## config.mk

```make
export PLATFORM = sky130hd
export DESIGN_NAME = fetch_stage
export DESIGN_NICKNAME = d
export VERILOG_FILES = /design/src/rtl/fetch_stage_pkg.sv /design/src/rtl/fetch_stage_pc_target_calc.sv /design/src/rtl/fetch_stage.sv
export SDC_FILE = /design/constraint.sdc
export NUM_CORES = 1
export LEC_CHECK = 0
export BUFFER_PORTS_ARGS = -buffer_cell sky130_fd_sc_hd__clkbuf_2
export CAP_MARGIN = 20
export CORE_ASPECT_RATIO = 1.5
export CORE_MARGIN = 5
export CORE_UTILIZATION = 25
export CTS_BUF_LIST = sky130_fd_sc_hd__clkbuf_8
export DETAILED_ROUTE_END_ITERATION = 10
export PLACE_DENSITY_LB_ADDON = 0.08
export SLEW_MARGIN = 15
export SYNTH_ARGS = -nofsm -noshare
export SYNTH_HDL_FRONTEND = slang
export SYNTH_SLANG_ARGS = --single-unit
```

## constraint.sdc

```tcl
create_clock -name clk -period 2.7 [get_ports clk]
set_input_delay 0.135 -clock clk [delete_from_list [all_inputs] [get_ports clk]]
set_output_delay 0.135 -clock clk [all_outputs]
set_load 0.01 [all_outputs]
```

## src/rtl/fetch_stage_pkg.sv

```systemverilog
// Shared fetch-stage constants: reset PC, offset field widths, FSM states.
package fetch_stage_pkg;

  localparam int PC_W     = 16;
  localparam int BR_OFF_W = 6;
  localparam int J_OFF_W  = 12;

  localparam logic [PC_W-1:0] RESET_PC_DEF = 16'h0000;

  typedef enum logic [1:0] {
    S_RUN    = 2'd0,
    S_BUBBLE = 2'd1,
    S_HALT   = 2'd2
  } fsm_e;

endpackage

```

## src/rtl/fetch_stage_pc_target_calc.sv

```systemverilog
// Branch and jump target arithmetic relative to the IF/ID PC + 2.
module pc_target_calc
  import fetch_stage_pkg::*;
(
  input  logic [PC_W-1:0]     ifid_pc_plus2,
  input  logic [BR_OFF_W-1:0] branch_offset,
  input  logic [J_OFF_W-1:0]  jump_offset,
  output logic [PC_W-1:0]     branch_target,
  output logic [PC_W-1:0]     jump_target
);

  logic [PC_W-1:0] br_disp;

  // Word offset -> sign-extended byte displacement.
  assign br_disp = {{(PC_W-BR_OFF_W-1){branch_offset[BR_OFF_W-1]}},
                    branch_offset, 1'b0};

  assign branch_target = ifid_pc_plus2 + br_disp;
  assign jump_target   = {ifid_pc_plus2[PC_W-1:J_OFF_W+1],
                          jump_offset, 1'b0};

endmodule

```

## src/rtl/fetch_stage.sv

```systemverilog
// Instruction fetch: PC register, IF/ID latch, redirect flush and halt FSM.
module fetch_stage
  import fetch_stage_pkg::*;
#(
  parameter logic [PC_W-1:0] RESET_PC = RESET_PC_DEF
) (
  input  logic                clk,
  input  logic                rst,
  input  logic                stall,
  input  logic                halt,
  input  logic                branch_taken,
  input  logic [BR_OFF_W-1:0] branch_offset,
  input  logic                jump,
  input  logic [J_OFF_W-1:0]  jump_offset,
  input  logic [PC_W-1:0]     instruction,
  output logic [PC_W-1:0]     pc,
  output logic [PC_W-1:0]     ifid_instr,
  output logic [PC_W-1:0]     ifid_pc_plus2,
  output logic                ifid_valid,
  output logic                halted
);

  fsm_e            state_q;
  logic [PC_W-1:0] pc_q;
  logic [PC_W-1:0] instr_q;
  logic [PC_W-1:0] pp2_q;
  logic            valid_q;
  logic            halted_q;

  logic [PC_W-1:0] pc_inc;
  logic [PC_W-1:0] br_tgt;
  logic [PC_W-1:0] j_tgt;
  logic [PC_W-1:0] redir_tgt;
  logic            redirect;

  pc_target_calc u_tgt (
    .ifid_pc_plus2 (pp2_q),
    .branch_offset (branch_offset),
    .jump_offset   (jump_offset),
    .branch_target (br_tgt),
    .jump_target   (j_tgt)
  );

  assign pc_inc    = pc_q + 16'd2;
  assign redirect  = valid_q & (jump | branch_taken);
  assign redir_tgt = jump ? j_tgt : br_tgt;

  always_ff @(posedge clk) begin
    if (rst) begin
      state_q  <= S_RUN;
      pc_q     <= {RESET_PC[PC_W-1:1], 1'b0};
      instr_q  <= '0;
      pp2_q    <= '0;
      valid_q  <= 1'b0;
      halted_q <= 1'b0;
    end else begin
      unique case (state_q)
        S_HALT: state_q <= S_HALT;
        default: begin
          if (halt) begin
            state_q  <= S_HALT;
            valid_q  <= 1'b0;
            halted_q <= 1'b1;
          end else if (redirect) begin
            state_q <= S_BUBBLE;
            pc_q    <= {redir_tgt[PC_W-1:1], 1'b0};
            valid_q <= 1'b0;
          end else if (stall) begin
            // A bubble lasts one cycle even while stalled.
            state_q <= S_RUN;
          end else begin
            state_q <= S_RUN;
            instr_q <= instruction;
            pp2_q   <= pc_inc;
            valid_q <= 1'b1;
            pc_q    <= {pc_inc[PC_W-1:1], 1'b0};
          end
        end
      endcase
    end
  end

  assign pc            = pc_q;
  assign ifid_instr    = instr_q;
  assign ifid_pc_plus2 = pp2_q;
  assign ifid_valid    = valid_q;
  assign halted        = halted_q;

endmodule

```

## Word level (Yosys, flattened, before mapping)

Index checks and enable logic that the tools add are counted.
W data, S select, Z words.

| operators by class | value |
|---|---|
| reductions and logical operators | 5 |
| bitwise logic cells | 6 |
| mux-type cells | 9 |
| add/subtract/negate cells | 2 |
| equal/unequal tests | 3 |

Operators with widths:

| cell | count |
|---|---|
| $mux W16 | 3 |
| $add A16 B16 Y16 | 1 |
| $add A16 B2 Y16 const B | 1 |
| $mux W1 | 4 |
| $mux W2 | 2 |
| $not A1 Y1 | 4 |
| $reduce_and A2 Y1 | 2 |
| $reduce_and A4 Y1 | 1 |
| $ne A3 B1 Y1 const B | 1 |
| $reduce_and A3 Y1 | 1 |
| $reduce_or A3 Y1 | 1 |
| $eq A2 B2 Y1 const B | 1 |
| $ne A2 B1 Y1 const B | 1 |
| $and A1 B1 Y1 | 1 |
| $or A1 B1 Y1 | 1 |

| storage, ports and cells | value |
|---|---|
| flip-flop bits (word level) | 52 |
| word-level logic and storage cells | 32 |
| input port bits | 40 |

## Longest topological paths before layout

| logic depth | value |
|---|---|
| depth after elaboration | 5 |
| gate-level depth with buffers | 9 |
| depth with buffers taken out | 9 |

## Cells and area by module

From an unflattened synthesis, not the netlist that was laid out.

| second synthesis, totals | value |
|---|---|
| cells, all modules | 411 |
| area, all modules | 3482.1 um^2 |

Modules (own cells, without submodules):

| module | cells each | area an instance (um^2) | times used |
|---|---|---|---|
| fetch_stage | 307 | 2687.6 | 1 |
| pc_target_calc | 104 | 794.5 | 1 |

## Worst setup path after synthesis

OpenSTA, ideal clock, no wires.

| timing path | value |
|---|---|
| kind | reg-to-reg |
| start | register pp2_q[1], in the netlist ifid_pc_plus2[1] |
| end | register pc_q[11], in the netlist pc[11] |
| library setup time | 0.095 ns |
| stages on the path, launching flop included | 10 |
| arrival time | 1.980 ns |
| buffers on the path | 0 |
| clock period less this slack | 2.075 ns |
| path slack | 0.625 ns |
| data required time | 2.605 ns |
| path through | dfxtp_1 ha_1 inv_1 fa_1 nor2b_1 o2111ai_1 a31oi_1 nor3_1 nand3b_1 a221oi_1 |

| between the ends | value |
|---|---|
| cells in the longest elaborated chain, start to end | 3 |

RTL lines:

| element | line | text |
|---|---|---|
| from (decl) | fetch_stage.sv:26 | `logic [PC_W-1:0] pp2_q;` |
| from (signal assigned) | fetch_stage.sv:74 | `pp2_q <= pc_inc;` |
| $add A16 B16 Y16 | fetch_stage_pc_target_calc.sv:18 | `assign branch_target = ifid_pc_plus2 + br_disp;` |
| $mux W16 | fetch_stage.sv:46 | `assign redir_tgt = jump ? j_tgt : br_tgt;` |
| $mux W16 | fetch_stage.sv:64 | `end else if (redirect) begin` |
| to (signal assigned) | fetch_stage.sv:51 | `pc_q <= {RESET_PC[PC_W-1:1], 1'b0};` |
| to (signal assigned) | fetch_stage.sv:66 | `pc_q <= {redir_tgt[PC_W-1:1], 1'b0};` |
| to (signal assigned) | fetch_stage.sv:76 | `pc_q <= {pc_inc[PC_W-1:1], 1'b0};` |
| to (decl) | fetch_stage.sv:24 | `logic [PC_W-1:0] pc_q;` |

Every way passes these cells.
A chain may end at the register's enable or synchronous reset.

## Worst setup path in the final report

Same ends and word-level chain as after synthesis.

==> impl_summary.txt <==
----------------------------------------------------
[Yosys]
  Async set-or-reset flop fraction in the synthesized netlist ... 0%
  Synth warn ... 0
  Register area share after synthesis ... 30.7%
  Top cell type's share of synthesized area ... 30.7%
  Cell variety after synth ... 62
  Largest cells by area after synthesis ... sky130_fd_sc_hd__dfxtp_1 (31%), sky130_fd_sc_hd__nand2_1 (7.7%), sky130_fd_sc_hd__a21oi_1 (6.3%), sky130_fd_sc_hd__ha_1 (5.8%), sky130_fd_sc_hd__nor2_1 (4.7%)
  Number of enable flip-flop cells after synthesis ... 0
  Number of instances in the synthesized netlist ... 425
  Library cell with the largest summed area after synthesis ... sky130_fd_sc_hd__dfxtp_1
  #FFs+latches synth ... 50
  Cell with the most instances after synthesis ... sky130_fd_sc_hd__nand2_1
  Post-Syn Area ... 3260 sq um
  Leading post-synthesis cells by instance count ... sky130_fd_sc_hd__nand2_1 (67), sky130_fd_sc_hd__dfxtp_1 (50), sky130_fd_sc_hd__a21oi_1 (41), sky130_fd_sc_hd__nor2_1 (41), sky130_fd_sc_hd__o21ai_0 (20)
  Top_reg_cell synth ... sky130_fd_sc_hd__dfxtp_1
  Avg Cell Area, Syn ... 7.67 sq um

[Clock network]
  Post-CTS repair timing setup buffer count ... 0
  Count of clock tree sinks ... 50
  Clock-pin slew on the worst setup and hold paths ... 0.11 ns
  Library cell used as clock root buffer ... sky130_fd_sc_hd__clkbuf_8
  Hold buffers post-CTS ... 0
  Gates resized, CTS repair ... 0
  Number of buffers created by CTS ... 5
  Clock latency reported for the late side of the worst-skew pair ... 0.33 ns
  Clock tree from TritonCTS ... yes
  Worst-case clock buffer depth ... 2
  Count of H-tree levels built during CTS ... 2

[GRT]
  All-layer global routing usage ... 15.5%
  Number of antenna violations at the first check in global routing ... 0
  Global-route wire length before repair ... 18,400 um
  Pin count of the biggest net entering global routing ... 48
  Vias in the first global route ... 3,326
  Remaining global-route overflow ... 0

[Placement]
  Number of input and output port buffers inserted ... 87
  Estimated wirelength of the detail-placed design ... 9040 um
  GPL Wtd Cong ... 0.918
  Total instance count after detailed placement ... 652

[Timing]
  Achievable clock frequency ... 438 MHz
  Setup repair after global routing missed its margin ... false
  Worst Skew ... 0.0104 ns
  Clock period minus worst slack ... 2.28 ns
  Final critical-path share of the clock period ... 84.5%
  Accumulated negative setup slack ... 0 ns
  Final max-slew violation count ... 0
  Hold violation count in the final report ... 0
  Transition time at the pin with the least slew margin ... 0.755 ns
  Setup-failing EPs final ... 0
  Rel. slew slack ... 49.3%

[Pwr]
  Worst vdd ir ... 0.186 mV
  Switching Power ... 578 uW
  Internal portion of total power ... 1200 uW
  Power density normalized to cell area ... 454 nW/um^2
  Seq pwr share ... 45.1%
  Switching portion of total power ... 32.4%
  Combinational cell fraction of total power ... 22.2%
  Clock share of power ... 32.7%
  Lkg Pwr ... 0.00158 uW

[Detailed routing]
  Total via count in the routed design ... 3,374
  Routed wire length per instance ... 18.0 um
  Number of optimization iterations in the first detailed-route pass ... 4
  Total Routed Length ... 11,900 um
  Number of violations reported at the end of detailed-routing iteration 0 ... 156
  Count of antenna-violating nets left after detailed routing ... 0
  Vias per inst ... 5.11
  DRC Markers ... 0

[Critical path]
  CP Capture Type ... flip-flop
  Crit Path Category ... reg -> reg
  Count of cells along the worst register-to-register path ... 9
  Arrival time reported for the critical path endpoint ... 2.51 ns
  Crit path max fanout ... 4
  Startpoint kind of the worst setup timing path ... flip-flop
  Worst Path Required ... 2.93 ns

[Floorplan]
  DIE WIDTH ... 103 um
  Die extent in y ... 150 um
  Initial Util ... 25.3%
  Total core area ... 12,900 sq um
  I/O pin count ... 90
  Die outline area ... 15,500 sq um
  Total number of placement rows ... 51

[Outcome]
  Result of the run ... finished clean

[Cells and area]
  Non-Filler Instances ... 660
  Number of filler instances in the final layout ... 1,464
  Multi-input combinational cell area ... 2040 sq um
  Proportion of layout cells with a drive suffix above 1 ... 24.0%
  Layout overhead on the synthesized area ... 20.3%
  Antenna diode count ... 0
  Final net count ... 556
  Area taken by flip-flops and latches ... 1000 sq um

[Worst hold path]
  Kind of path behind the tightest hold check ... in -> reg
  Number of instances on the worst hold path ... 3

[Job]
  Number of max-cap violations ... 0

----------------------------------------------------
-- layout by cell type, fill, tap and decap left out, types with 3 or more instances in the layout --
cell type,instances
sky130_fd_sc_hd__nand3_2,3
sky130_fd_sc_hd__a21o_1,3
sky130_fd_sc_hd__xor2_1,7
sky130_fd_sc_hd__nor2_1,41
sky130_fd_sc_hd__o21ai_0,20
sky130_fd_sc_hd__o21ai_1,4
sky130_fd_sc_hd__nand3_1,11
sky130_fd_sc_hd__nor4_1,4
sky130_fd_sc_hd__o21a_1,6
sky130_fd_sc_hd__clkbuf_8,5
sky130_fd_sc_hd__clkbuf_2,87
sky130_fd_sc_hd__mux2i_1,3
sky130_fd_sc_hd__inv_1,11
sky130_fd_sc_hd__o211ai_1,8
sky130_fd_sc_hd__nand2_1,67
sky130_fd_sc_hd__and3_1,3
sky130_fd_sc_hd__ha_1,15
sky130_fd_sc_hd__a211oi_1,18
sky130_fd_sc_hd__a21oi_1,41
sky130_fd_sc_hd__nor3_1,11
sky130_fd_sc_hd__xnor2_1,10
sky130_fd_sc_hd__nor2b_1,5
sky130_fd_sc_hd__nand4_1,3
sky130_fd_sc_hd__o31ai_1,4
sky130_fd_sc_hd__dfxtp_1,50
sky130_fd_sc_hd__nand2b_1,3
sky130_fd_sc_hd__a31oi_1,4
sky130_fd_sc_hd__buf_4,9
-- flip-flops by register name, indices dropped and copies added, names as in the netlist --
register and cells:
ifid_pc_plus2 15, ifid_instr 16, state_q 2, pc 15, halted 1, ifid_valid 1
-- kinds of logic after synthesis --
| family | share of synthesized area, % |
|---|---|
| AND/OR/NAND/NOR | 23.2 |
| XOR/XNOR | 4.57 |
| adder cells (fa/ha/maj) | 6.37 |
| buffers and inverters | 6.87 |
| multiplexers | 0.922 |
| AO/OA/AOI/OAI | 27.2 |
| flip-flops | 30.7 |
| other | 0.115 |
-- power groups by stage --
stage / logic (uW) / registers (uW) / clock network [uW]
6_report: 395 / 804 / 582
5_1_grt: 441 / 810 / 630
4_1_cts: 400 / 805 / 596
3_5_place_dp: 398 / 822 / 0
3_3_place_gp: 398 / 821 / 0
2_1_floorplan: 245 / 827 / 0
-- critical path, stage by stage, from the launching register on --
cell	delay (ns)
sky130_fd_sc_hd__dfxtp_1	0.37
sky130_fd_sc_hd__ha_1	0.21
sky130_fd_sc_hd__inv_1	0.06
sky130_fd_sc_hd__fa_1	0.37
sky130_fd_sc_hd__nor2b_1	0.21
sky130_fd_sc_hd__o2111ai_1	0.22
sky130_fd_sc_hd__a31oi_1	0.26
sky130_fd_sc_hd__nor3_1	0.06
sky130_fd_sc_hd__nand3b_1	0.16
sky130_fd_sc_hd__a221oi_1	0.25
-- final timing paths --
| path | to | slack [ns] | from |
|---|---|---|---|
| max | pc[11]$_SDFFE_PP0P_ | 0.42 | ifid_pc_plus2[1]$_SDFFE_PP0P_ |
| min | ifid_instr[10]$_SDFFE_PP0P_ | 0.01 | instruction[10] |
| max reg2reg | pc[11]$_SDFFE_PP0P_ | 0.42 | ifid_pc_plus2[1]$_SDFFE_PP0P_ |
| min reg2reg | ifid_instr[1]$_SDFFE_PP0P_ | 0.46 | ifid_instr[1]$_SDFFE_PP0P_ |
-- routing by layer --
| layer | vias up | track usage (%) | wire length, um |
|---|---|---|---|
| met1 | 1592 | 18.4 | 4950 |
| met3 | 12 | 2.19 | 498 |
| met2 | 92 | 28.6 | 6240 |
| met4 | 0 | 3.89 | 189 |
| met5 | - | 0 | 0 |
| li1 | 1678 | - | - |
-- per-stage QoR --
step	total power [uW]	setup slack, ns	hold WS [ns]	utilization, %	cell area (sq um)
floorplan	1070	0.625	0.271	-	3260
detailed placement	1220	0.435	0.365	29.5	3810
CTS	1800	0.393	0.00384	30.4	3920
global placement	1220	0.498	0.358	29.5	3810
global route	1880	0.175	0.00559	30.4	3920
finish	1780	0.419	0.0125	30.4	3920
-- layout make-up --
type,count,share of cell area [%]
Tap cell,159,5.08
Clock inverter,3,1.12
Clock buffer,5,1.76
Timing Repair Buffer,97,13.3
Inverter,11,1.05
Multi-Input combinational cell,335,52.1
Sequential cell,50,25.5
(Power assumes the default switching activity.)
